## src/rtl/uart_pkg.sv

```systemverilog
// rtl/uart_pkg.sv - shared UART types and default baud constants
// Purpose: receiver FSM state enum, default frame/baud constants and a
//          majority-vote helper, shared by the receiver and the transmitter.
// Ports:   none (package).
package uart_pkg;

  // 100 MHz clock at 115200 baud, 8 data bits
  localparam int UART_DEFAULT_CLKS_PER_BIT = 868;
  localparam int UART_DEFAULT_DATA_WIDTH   = 8;

  typedef enum logic [2:0] {
    RX_IDLE      = 3'd0,
    RX_START     = 3'd1,
    RX_DATA      = 3'd2,
    RX_PARITY    = 3'd3,
    RX_STOP      = 3'd4,
    RX_WAIT_HIGH = 3'd5
  } rx_state_t;

  function automatic logic majority3(input logic a, input logic b, input logic c);
    return (a & b) | (a & c) | (b & c);
  endfunction

endpackage

```

## src/rtl/uart_rx_if.sv

```systemverilog
// rtl/uart_rx_if.sv - receiver line and received-frame bundle
// Purpose: groups the serial line and the received-frame outputs.
// Ports:   serial_in (line, idle high), received_data (last good frame),
//          data_is_valid (1-cycle pulse), rx_error (1-cycle pulse).
//          master = line driver / frame consumer, slave = receiver.
interface uart_rx_if
  import uart_pkg::*;
#(
  parameter int INPUT_DATA_WIDTH = UART_DEFAULT_DATA_WIDTH
);
  logic                        serial_in;
  logic [INPUT_DATA_WIDTH-1:0] received_data;
  logic                        data_is_valid;
  logic                        rx_error;

  modport master (output serial_in, input received_data, input data_is_valid, input rx_error);
  modport slave  (input serial_in, output received_data, output data_is_valid, output rx_error);
endinterface

```

## src/rtl/uart_rx_sync.sv

```systemverilog
// rtl/uart_rx_sync.sv - serial line synchronizer and falling-edge detect
// Purpose: two-flop synchronizer for the asynchronous line plus one history
//          flop for falling-edge detection.
// Ports:   clk, reset_rx_n (sync, active low), i_serial (async line),
//          o_s (synchronized line), o_fall (previous 1, current 0).
module uart_rx_sync (
  input  logic clk,
  input  logic reset_rx_n,
  input  logic i_serial,
  output logic o_s,
  output logic o_fall
);
  logic r_meta;
  logic r_sync;
  logic r_prev;

  // All three flops clear to 0, so a line held low through reset release
  // cannot look like a falling edge until it has been seen high first.
  always_ff @(posedge clk) begin
    if (!reset_rx_n) begin
      r_meta <= 1'b0;
      r_sync <= 1'b0;
      r_prev <= 1'b0;
    end else begin
      r_meta <= i_serial;
      r_sync <= r_meta;
      r_prev <= r_sync;
    end
  end

  assign o_s    = r_sync;
  assign o_fall = r_prev & ~r_sync;
endmodule

```

## src/rtl/uart_rx.sv

```systemverilog
// rtl/uart_rx.sv - UART receiver with 3-sample majority vote
// Purpose: receives start/data/optional even parity/stop frames, LSB first.
// Ports:   clk, reset_rx_n (sync, active low),
//          rx_if.slave: serial_in, received_data, data_is_valid, rx_error.
module uart_rx
  import uart_pkg::*;
#(
  parameter int INPUT_DATA_WIDTH = UART_DEFAULT_DATA_WIDTH,
  parameter int CLKS_PER_BIT     = UART_DEFAULT_CLKS_PER_BIT,
  parameter int PARITY_EN        = 0
) (
  input  logic     clk,
  input  logic     reset_rx_n,
  uart_rx_if.slave rx_if
);
  localparam int                BIT_W       = $clog2(INPUT_DATA_WIDTH + 1);
  localparam logic [15:0]       LP_LAST     = 16'(CLKS_PER_BIT - 1);
  localparam logic [15:0]       LP_HALF     = 16'(CLKS_PER_BIT / 2);
  localparam logic [BIT_W-1:0]  LP_LAST_BIT = BIT_W'(INPUT_DATA_WIDTH - 1);

  generate
    if (CLKS_PER_BIT < 8) begin : g_bad_cpb
      $error("uart_rx: CLKS_PER_BIT must be at least 8");
    end
  endgenerate

  logic                        w_s;
  logic                        w_fall;
  logic                        w_tick;
  logic                        w_vote;
  logic                        w_load;
  logic                        w_err;
  logic [INPUT_DATA_WIDTH:0]   w_shift_in;
  rx_state_t                   r_state;
  rx_state_t                   w_next;
  logic [15:0]                 r_cnt;
  logic [BIT_W-1:0]            r_bit;
  logic [INPUT_DATA_WIDTH-1:0] r_shift;
  logic [INPUT_DATA_WIDTH-1:0] r_data;
  logic                        r_v_lo;
  logic                        r_v_mid;
  logic                        r_par_err;
  logic                        r_valid;
  logic                        r_err;

  uart_rx_sync u_sync (
    .clk        (clk),
    .reset_rx_n (reset_rx_n),
    .i_serial   (rx_if.serial_in),
    .o_s        (w_s),
    .o_fall     (w_fall)
  );

  // Decision point of every bit: the third vote sample is the live s.
  assign w_tick     = (r_cnt == LP_HALF + 16'd1);
  assign w_vote     = majority3(r_v_lo, r_v_mid, w_s);
  assign w_shift_in = {w_vote, r_shift};

  always_ff @(posedge clk) begin
    if (!reset_rx_n) r_state <= RX_IDLE;
    else             r_state <= w_next;
  end

  always_comb begin
    w_next = r_state;
    unique case (r_state)
      RX_IDLE:      if (w_fall) w_next = RX_START;
      RX_START:     if (w_tick) w_next = w_vote ? RX_IDLE : RX_DATA;
      RX_DATA:      if (w_tick && (r_bit == LP_LAST_BIT))
                      w_next = (PARITY_EN != 0) ? RX_PARITY : RX_STOP;
      RX_PARITY:    if (w_tick) w_next = RX_STOP;
      // Leaving at mid-stop gives half a bit of slack for the next start edge.
      RX_STOP:      if (w_tick) w_next = w_vote ? RX_IDLE : RX_WAIT_HIGH;
      RX_WAIT_HIGH: if (w_s) w_next = RX_IDLE;
      default:      w_next = RX_IDLE;
    endcase
  end

  always_comb begin
    w_load = 1'b0;
    w_err  = 1'b0;
    if ((r_state == RX_STOP) && w_tick) begin
      w_load = w_vote & ~r_par_err;
      w_err  = ~w_vote | r_par_err;
    end
  end

  always_ff @(posedge clk) begin
    if (!reset_rx_n) begin
      r_cnt     <= '0;
      r_bit     <= '0;
      r_shift   <= '0;
      r_data    <= '0;
      r_v_lo    <= 1'b0;
      r_v_mid   <= 1'b0;
      r_par_err <= 1'b0;
      r_valid   <= 1'b0;
      r_err     <= 1'b0;
    end else begin
      r_valid <= w_load;
      r_err   <= w_err;
      if (w_load) r_data <= r_shift;
      if (r_state == RX_IDLE) begin
        // Counter held at 0 so a start edge begins the frame at count 0.
        r_cnt     <= '0;
        r_bit     <= '0;
        r_par_err <= 1'b0;
      end else begin
        r_cnt <= (r_cnt == LP_LAST) ? '0 : r_cnt + 16'd1;
        if (r_cnt == LP_HALF - 16'd1) r_v_lo  <= w_s;
        if (r_cnt == LP_HALF)         r_v_mid <= w_s;
        if (w_tick && (r_state == RX_DATA)) begin
          r_shift <= w_shift_in[INPUT_DATA_WIDTH:1];
          r_bit   <= r_bit + BIT_W'(1);
        end
        if (w_tick && (r_state == RX_PARITY)) r_par_err <= (^r_shift) ^ w_vote;
      end
    end
  end

  assign rx_if.received_data = r_data;
  assign rx_if.data_is_valid = r_valid;
  assign rx_if.rx_error      = r_err;
endmodule

```

## src/flat_wrapper.sv

```systemverilog
// flat-port wrapper written by rule: the top's interface ports become plain ports
module uart_rx_flat import uart_pkg::*;
#(
  parameter int INPUT_DATA_WIDTH = UART_DEFAULT_DATA_WIDTH,
  parameter int CLKS_PER_BIT     = UART_DEFAULT_CLKS_PER_BIT,
  parameter int PARITY_EN        = 0
)
  (clk, reset_rx_n, rx_if_serial_in, rx_if_received_data, rx_if_data_is_valid, rx_if_rx_error);
  uart_rx_if #(.INPUT_DATA_WIDTH(INPUT_DATA_WIDTH)) rx_if_i ();
  input  logic clk;
  input  logic reset_rx_n;
  input wire logic [$bits(rx_if_i.serial_in)-1:0] rx_if_serial_in;
  output wire logic [$bits(rx_if_i.received_data)-1:0] rx_if_received_data;
  output wire logic [$bits(rx_if_i.data_is_valid)-1:0] rx_if_data_is_valid;
  output wire logic [$bits(rx_if_i.rx_error)-1:0] rx_if_rx_error;
  assign rx_if_i.serial_in = rx_if_serial_in;
  assign rx_if_received_data = rx_if_i.received_data;
  assign rx_if_data_is_valid = rx_if_i.data_is_valid;
  assign rx_if_rx_error = rx_if_i.rx_error;
  uart_rx #(.INPUT_DATA_WIDTH(INPUT_DATA_WIDTH), .CLKS_PER_BIT(CLKS_PER_BIT), .PARITY_EN(PARITY_EN)) u_core (.clk(clk), .reset_rx_n(reset_rx_n), .rx_if(rx_if_i));
endmodule
```

## config.mk

```make
export PLATFORM = sky130hd
export DESIGN_NAME = uart_rx_flat
export DESIGN_NICKNAME = d
export VERILOG_FILES = /design/src/rtl/uart_pkg.sv /design/src/rtl/uart_rx_if.sv /design/src/rtl/uart_rx_sync.sv /design/src/rtl/uart_rx.sv /design/src/flat_wrapper.sv
export SDC_FILE = /design/constraint.sdc
export NUM_CORES = 1
export LEC_CHECK = 0
export BUFFER_PORTS_ARGS = -buffer_cell sky130_fd_sc_hd__buf_4
export CAP_MARGIN = 20
export CORE_ASPECT_RATIO = 1.5
export CORE_MARGIN = 4
export CORE_UTILIZATION = 34
export DETAILED_ROUTE_END_ITERATION = 16
export PLACE_DENSITY = 0.58
export REMOVE_ABC_BUFFERS = 1
export SYNTH_ARGS = -nofsm -noshare
export SYNTH_HDL_FRONTEND = slang
export SYNTH_SLANG_ARGS = --single-unit
```

## constraint.sdc

```tcl
create_clock -name clk -period 4.4 [get_ports clk]
set_input_delay 0.44 -clock clk [delete_from_list [all_inputs] [get_ports clk]]
set_output_delay 0.44 -clock clk [all_outputs]
set_load 0.02 [all_outputs]
```

[After elaboration in Yosys (flattened, before gate mapping)]
Index checks and enable logic that the tools add are counted.
W data, S select, Z words.
Storage, ports and cells
  register bits: 47
  input port bits: 3
  output and inout port bits: 10
  logic and storage cells: 68
Cells by class
  add/sub/neg operators: 2
  equality and inequality tests: 16
  muxes and demuxes: 10
  bitwise logic cells: 14
  reductions and logical operators: 13
Operators with widths (count)
  $eq A16 B9 Y1 const B: 3
  $mux W3: 7
  $pmux W3 S6: 1
  $add A16 B1 Y16 const B: 1
  $eq A16 B10 Y1 const B: 1
  $ne A2 B1 Y1 const B: 4
  $reduce_and A2 Y1: 4
  $reduce_xor A8 Y1: 1
  $eq A3 B2 Y1 const B: 2
  $eq A3 B3 Y1 const B: 2
  $reduce_and A6 Y1: 1
  $and A1 B1 Y1: 5
  $not A1 Y1: 5
  $add A4 B1 Y4 const B: 1
  $eq A4 B3 Y1 const B: 1
  $logic_and A1 B1 Y1: 4
  $ne A2 B2 Y1 const B: 2
  $eq A3 B1 Y1 const B: 1
  $logic_not A3 Y1: 1
  $or A1 B1 Y1: 3
  $reduce_or A3 Y1: 1
  $mux W2: 1
  $reduce_or A2 Y1: 1
  $mux W1: 1
  $xor A1 B1 Y1: 1

[Depth between registers and ports, before layout]
Gate-level depths: netlist (run 1).
  word-level depth: 6
  gate-level depth with buffers: 6
  mapped depth without buffers: 6

[Hierarchy]
A second synthesis (run 1) with hierarchy kept.
Second synthesis, totals
  cells, all modules: 219
  area total of the unflattened synthesis: 2115.8 µm²
Modules (own cells, without submodules)
  uart_rx: instances 1, cells each 212, area an instance 2026.9 µm², seq. area each 880.8 µm²
  uart_rx_sync: instances 1, cells each 7, area an instance 88.8 µm², seq. area each 60.1 µm²

[Worst setup path before layout (run 1)]
OpenSTA, ideal clock, no wires.
  path type: register -> register
  from: register u_core.r_cnt[0]
  to: register u_core.r_state[2]
  library setup time: 0.116 ns
  data arrival time: 1.677 ns
  data required time: 4.284 ns
  path slack: 2.607 ns
  stages on the path, launching flop included: 7
  buffers on the path: 0
  period minus slack after synthesis: 1.793 ns
  cells stage by stage: dfxtp_1 -> ha_1 -> and4b_1 -> nand4_4 -> a221oi_2 -> o221ai_1 -> o211a_1
On the way
  longest elaborated chain between the ends: 4
  elaborated cells between the ends (all ways): 7
  those cells by class: eq/ne: 5; reduce/logical: 2
RTL lines
  start, declared: line uart_rx.sv:36  | logic [15:0] r_cnt;
  start signal, assigned: line uart_rx.sv:109  | r_cnt <= (r_cnt == LP_LAST) ? '0 : r_cnt + 16'd1;
  $eq A16 B9 Y1 (*): line uart_rx.sv:55  | assign w_tick = (r_cnt == LP_HALF + 16'd1);
  $logic_and A1 B1 Y1: line uart_rx.sv:69  | RX_DATA: if (w_tick && (r_bit == LP_LAST_BIT))
  $ne A2 B1 Y1 (no line)
  $reduce_and A6 Y1 (no line) (*)
  end signal, assigned: line uart_rx.sv:61  | else r_state <= w_next;
  end, declared: line uart_rx.sv:34  | rx_state_t r_state;
Mark *: on every way between the ends. The rest lies on a longest branch, timed or not.
A chain may end at the register's enable or synchronous reset.

[Worst setup path in the final report (run 1)]
  from: register u_core.r_cnt[0]
  to: register u_core.r_cnt[12]
On the way
  longest elaborated chain between the ends: 2
  elaborated cells between the ends (all ways): 3
  those cells by class: add/sub: 1; eq/ne: 1; reduce/logical: 1
RTL lines
  branches (longest 2 deep; another with $add A16 B1 Y16)
Several ways; the timed one is not identified.

==> summary.md, run 1 <==
| Metric | Value |
|---|---|
| Layout cells sized above 1 | `0.126` |
| Status | `complete, no violations` |
| Final nets | `236` |
| Total CTS buffers | `5` |
| TritonCTS Sinks | `47` |
| Clock skew | `0.00907 ns` |
| Critical Path AT | `2.24 ns` |
| Max_slew headroom | `0.551` |
| WS Path Type | `reg2reg` |
| Final setup fails | `0` |
| Worst Hold Class | `in2reg` |
| Global-route wire length before repair | `6420 um` |
| Syn_area_per_cell | `9.75 um^2` |
| Antenna Cells | `0` |
| Flop2flop setup slack | `2.32 ns` |
| Reg-to-reg startpoint | `u_core.r_cnt[0]$_SDFF_PP0_` |
| Largest family of logic cells by synthesized area | `simple AND/OR/NAND/NOR gates` |
| Required time worst endpoint | `4.56 ns` |
| Final hold violations | `0` |
| Fraction of synthesized area in multiplexers | `0.0955` |
| Max VDD drop | `0.212 mV` |
| XOR/XNOR Fraction of Synth Area | `0.103` |
| Cell Rows | `34` |
| Least-Margin Pin Slew | `0.673 ns` |
| Compound-Gate Fraction of Synth Area | `0.0424` |
| Worst R2R End | `u_core.r_cnt[12]$_SDFF_PP0_` |
| Worst Setup Start Kind | `flop` |
| Cts hold-fix bufs | `0` |
| I/O pin cnt | `13` |
| Seq cells post-synth | `47` |
| Die height | `104 um` |
| CP Launch Point | `u_core.r_cnt[0]$_SDFF_PP0_` |
| Total grt overflow | `0` |
| CTS tree | `built` |
| Via count | `1499` |
| Max-cap violations | `0` |
| Distinct cell type count after synthesis | `37` |
| Async SR Flop Fraction | `0` |
| Post-synthesis adder-cell area fraction | `0.0286` |
| Max FO, Critical Path | `16` |
| Drt total wl | `3680 um` |
| DP Wirelength | `2640 um` |
| Ys flop type | `dfxtp_1` |
| Seq/Total Area, Yosys | `0.449` |
| Drt pass-1 iters | `4` |
| Crit. End Element | `flop` |
| Initial Utilization | `0.355` |
| Total GRT Usage | `0.106` |
| Reg2Reg Depth | `4` |
| Residual DRC | `0` |
| Die Wd | `72.1 um` |
| Worst-Skew Late Latency | `0.30 ns` |
| Post-CTS sizing | `0` |
| Post-Syn Instances | `215` |
| Antenna violations before repair | `0` |
| Post-route clock period utilization | `0.473` |
| Leading area contributor after synthesis | `dfxtp_1` |
| Max Fclk | `481 MHz` |
| Clk pin slew, worst setup/hold paths | `0.08 ns` |
| EDFF count, synth | `0` |
| Area of the die | `7510 um^2` |
| Commonest non-fill, non-tap cell in the layout | `dfxtp_1` |
| Layout area overhead | `12.9%` |
| Detailed-route wire length per cell | `12.2 um` |
| WHS | `0.354 ns` |
| DRT iter0 DRCs | `102` |
| Setup TNS | `0 ns` |
| Yosys top cell area share | `0.449` |
| Area contributors post-synth | `dfxtp_1, mux2i_1, nor2_1` |
| Total core area | `5910 um^2` |
| Critical Path Sink | `u_core.r_cnt[12]$_SDFF_PP0_` |
| Pleak | `0.862 nW` |
| Post-Synth Simple-Gate Area | `0.259` |
| CTS max path bufs | `2` |
| Buffer count from post-CTS setup fixing | `0` |
| Remaining antenna violation count | `0` |
| Unrepaired setup endpoints after global routing | `false` |
| Routed vias/inst | `4.96` |
| Layout Utilization | `0.401` |
| Largest net degree at the start of global routing | `21` |
| Pwr dens | `371 nW/um^2` |
| Clk root buf | `clkbuf_8` |
| Slew Viols, Final | `0` |
| Synth warn | `0` |
| Most frequent cells in the layout | `dfxtp_1, nor2_1, mux2i_1, xnor2_1, buf_4` |
| Number of global-route vias before repair | `1402` |
| CTS H-tree lvls | `2` |
| Post-layout minimum cycle time | `2.08 ns` |
| Hold Path Stages | `2` |
| Post-Syn Area | `2100 um^2` |
| IO buf count | `12` |
| RD Place Congestion | `0.767` |
[metrics by stage]
stage,worst slack (ns),cell area (um^2),power (W),instances
after floorplan,2.60,2070,0.000537,210
after global placement,2.30,2250,0.000563,294
after detailed placement,2.29,2250,0.000565,294
after CTS,2.27,2370,0.000893,302
after global routing,2.16,2370,0.000922,302
final,2.32,2370,0.000879,302
[report_power, final]
| group | total (W) | switching, W | internal, W |
|---|---|---|---|
| sequential | 0.000461 | 0.0000226 | 0.000438 |
| combinational | 0.0000924 | 0.0000567 | 0.0000357 |
| clock | 0.000325 | 0.000142 | 0.000184 |
| total | 0.000879 | 0.000221 | 0.000658 |
[kinds of logic after synthesis]
group           Yosys count
simple gates             97
mux                      20
flops                    47
xor+xnor                 23
buf+inv                  11
compound gates           12
fa+ha+maj                 5
[registers in the layout, summed over array words and instances, names as in the netlist]
signal / flops
u_core.r_bit: 4
u_core.r_cnt: 16
u_core.r_par_err: 1
u_core.r_shift: 8
u_core.r_state: 3
u_core.r_v_lo: 1
u_core.r_v_mid: 1
u_core.rx_if.data_is_valid: 1
u_core.rx_if.received_data: 8
u_core.rx_if.rx_error: 1
u_core.u_sync.o_s: 1
u_core.u_sync.r_meta: 1
u_core.u_sync.r_prev: 1
[critical path, cell delays in order, from the launching register on]
cell and delay (ns):
dfxtp_1 0.41, ha_1 0.23, or4b_2 0.63, o21bai_2 0.56
nor2_1 0.11
[how the worst min path moves through the flow]
stage / start / to / slack [ns]
5_1_grt: rx_if_serial_in / u_core.u_sync.r_meta$_SDFF_PN0_ / 0.34
3_3_place_gp: u_core.u_sync.r_meta$_SDFF_PN0_ / u_core.u_sync.o_s$_SDFF_PN0_ / 0.42
3_5_place_dp: u_core.u_sync.r_meta$_SDFF_PN0_ / u_core.u_sync.o_s$_SDFF_PN0_ / 0.42
2_1_floorplan: u_core.u_sync.r_meta$_SDFF_PN0_ / u_core.u_sync.o_s$_SDFF_PN0_ / 0.41
6_report: rx_if_serial_in / u_core.u_sync.r_meta$_SDFF_PN0_ / 0.35
4_1_cts: rx_if_serial_in / u_core.u_sync.r_meta$_SDFF_PN0_ / 0.35
[per-layer routing]
layer	part of all wire	routed length, um	vias to the layer above	global-route usage
li1	-	-	765	-
met1	0.44	1610	708	0.130
met2	0.51	1880	19	0.172
met3	0.031	114	7	0.0261
met4	0.019	71	0	0.0444
met5	0	0	-	0
[final cells by class]
class,instances,area (um^2)
fillers,590,3540
multi-input cells,157,1110
flip-flops and latches,47,941
repair buffers,12,90.1
well taps,72,90.1
clock buffers,6,82.6
clock inverters,2,35.0
inverters,6,22.5
[cell usage after synthesis (4+ instances only)]
master,number
nor2_1,42
or3_1,4
and3_1,6
ha_1,4
inv_1,6
nand2_1,8
nand4_1,4
o21ai_0,4
dfxtp_1,47
xnor2_1,16
nand3_1,7
mux2i_1,20
nor3_1,6
xor2_1,6
(Power assumes the default switching activity.)
==> inputs of run 2 (changes only) <==
Clock period 4.4 ns to 2 ns, I/O delays scaled along.
==> run 2 against run 1 <==
Maximum frequency up 9.5%. Routed wire length up 4.2%. Combinational power rose to 2.9 times the previous value. Critical path type unchanged. Largest cell class unchanged. Largest power group unchanged.
==> summary.md, run 2 (same netlist as run 1, synthesis figures left out) <==
| Metric | Value |
|---|---|
| Status | `complete, no violations` |
| Largest net degree at the start of global routing | `20` |
| Crit. End Element | `flop` |
| Reg with most FFs | `u_core.r_cnt` |
| Dpl cells | `302` |
| Fill cells | `569` |
| Final total power | `0.00184 W` |
| RD Place Congestion | `0.827` |
| Worst-Skew Late Latency | `0.29 ns` |
| Pwr dens | `752 nW/um^2` |
| Unrepaired setup endpoints after global routing | `false` |
| Die height | `104 um` |
| DRT iter0 DRCs | `34` |
| Max Fclk | `526 MHz` |
| DP Area | `2350 um^2` |
| DP Wirelength | `2840 um` |
| Clock skew | `0.00754 ns` |
| Worst R2R End | `u_core.r_state[2]$_SDFFE_PN0P_` |
| Max-cap violations | `0` |
| Critical Path AT | `2.09 ns` |
| Commonest non-fill, non-tap cell in the layout | `dfxtp_1` |
| Total CTS buffers | `5` |
| Max FO, Critical Path | `3` |
| Hold Path End | `u_core.u_sync.r_meta$_SDFF_PN0_` |
| Layout cells sized above 1 | `0.151` |
| Post-layout minimum cycle time | `1.90 ns` |
| Area of the die | `7510 um^2` |
| I/O pin cnt | `13` |
| Remaining antenna violation count | `0` |
| Residual DRC | `0` |
| Via count | `1476` |
| Number of global-route vias before repair | `1455` |
| Total core area | `5910 um^2` |
| Flop2flop setup slack | `0.10 ns` |
| Worst Setup Start Kind | `flop` |
| Global-route wire length before repair | `6730 um` |
| Post-route non-filler standard cell count | `310` |
| Non-Filler Cell Area, Final | `2450 um^2` |
| Least-Margin Pin Slew | `0.641 ns` |
| Pleak | `0.895 nW` |
| Worst Hold Class | `in2reg` |
| Detailed-route wire length per cell | `12.4 um` |
| Reg-to-reg startpoint | `u_core.r_bit[0]$_SDFFE_PP0P_` |
| Drt total wl | `3840 um` |
| Max_slew headroom | `0.571` |
| PnR worst setup slack | `0.101 ns` |
| Total grt overflow | `0` |
| Layout area overhead | `16.6%` |
| Hold Path Stages | `2` |
| WS Path Type | `reg2reg` |
| Antenna Cells | `0` |
| Initial Utilization | `0.355` |
| Slew Viols, Final | `0` |
| Max VDD drop | `0.444 mV` |
| Clk root buf | `clkbuf_8` |
| Drt pass-1 iters | `4` |
| Place WS | `0.0914 ns` |
| Routed vias/inst | `4.76` |
| CTS tree | `built` |
| Required time worst endpoint | `2.19 ns` |
| Final setup fails | `0` |
| IO buf count | `12` |
| Antenna violations before repair | `0` |
| Cts hold-fix bufs | `0` |
| Reg2Reg Depth | `6` |
| CTS H-tree lvls | `2` |
| Die Wd | `72.1 um` |
| Most frequent cells in the layout | `dfxtp_1, nor2_1, mux2i_1, buf_4, xnor2_1` |
| Total GRT Usage | `0.112` |
| Final nets | `244` |
| Final hold violations | `0` |
| TritonCTS Sinks | `47` |
| Max reg flops | `16` |
| CTS max path bufs | `2` |
| Clk pin slew, worst setup/hold paths | `0.09 ns` |
| Setup TNS | `0 ns` |
| Post-route clock period utilization | `0.950` |
| Cell Rows | `34` |
| Worst hold start | `rx_if_serial_in` |
-- run 2: cell types whose count changed in the layout (fill, tap and decap cells not counted), sizes merged --
cell      change
buf           +8
clkinvlp      +1
bufinv        -1
-- run 2: cell type report --
type / instances / area (um^2) / area share
Inverter: 6 / 22.5 / 0.00921
Sequential cell: 47 / 941 / 0.385
Timing Repair Buffer: 20 / 188 / 0.0767
Clock inverter: 2 / 12.5 / 0.00512
Clock buffer: 6 / 72.6 / 0.0297
Tap cell: 72 / 90.1 / 0.0368
Multi-Input combinational cell: 157 / 1120 / 0.458
-- run 2: report_power, final --
part | switching, W | leakage [nW] | internal [W]
sequential | 0.0000519 | 0.379 | 0.000964
combinational | 0.000148 | 0.474 | 0.000123
clock | 0.000308 | 0.0412 | 0.000245
total | 0.000508 | 0.895 | 0.00133
-- run 2: per-stage QoR --
stage | hold WS (ns) | util
after floorplan | 0.322 | -
after global placement | 0.408 | 0.397
after detailed placement | 0.413 | 0.397
after CTS | 0.102 | 0.412
after global routing | 0.105 | 0.414
final | 0.112 | 0.414
-- run 2: how the worst max path moves through the flow --
stage / startpoint / to / slack (ns)
6_report: u_core.r_bit[0]$_SDFFE_PP0P_ / u_core.r_state[2]$_SDFFE_PN0P_ / 0.10
5_1_grt: u_core.r_cnt[0]$_SDFF_PP0_ / u_core.r_state[2]$_SDFFE_PN0P_ / 0.006
4_1_cts: u_core.r_cnt[0]$_SDFF_PP0_ / u_core.r_state[2]$_SDFFE_PN0P_ / 0.08
3_5_place_dp: u_core.r_cnt[0]$_SDFF_PP0_ / u_core.r_state[2]$_SDFFE_PN0P_ / 0.09
3_3_place_gp: u_core.r_cnt[0]$_SDFF_PP0_ / u_core.r_state[2]$_SDFFE_PN0P_ / 0.18
2_1_floorplan: u_core.r_cnt[12]$_SDFF_PP0_ / u_core.r_shift[0]$_SDFFE_PN0P_ / 0.20
-- run 2: worst max-delay path, cell delays in order (launching register included) --
cell and delay, ns:
dfxtp_1 0.34, ha_1 0.21, and4b_1 0.19, a2111oi_1 0.62, a221oi_4 0.08, buf_4 0.18
o211a_1 0.19
-- run 2: per-layer routing --
metal,up-vias,wire length (um),track usage
met2,10,2090,0.196
met4,0,29,0.0403
met5,-,0,0
met3,2,82,0.0271
li1,775,-,-
met1,689,1630,0.129
-- run 2: timing repair --
| item | CTS | global route |
|---|---|---|
| setup buffers | 0 | 0 |
| endpoints found under the setup margin | 0 | 3 |
| resized for setup | 0 | 2 |
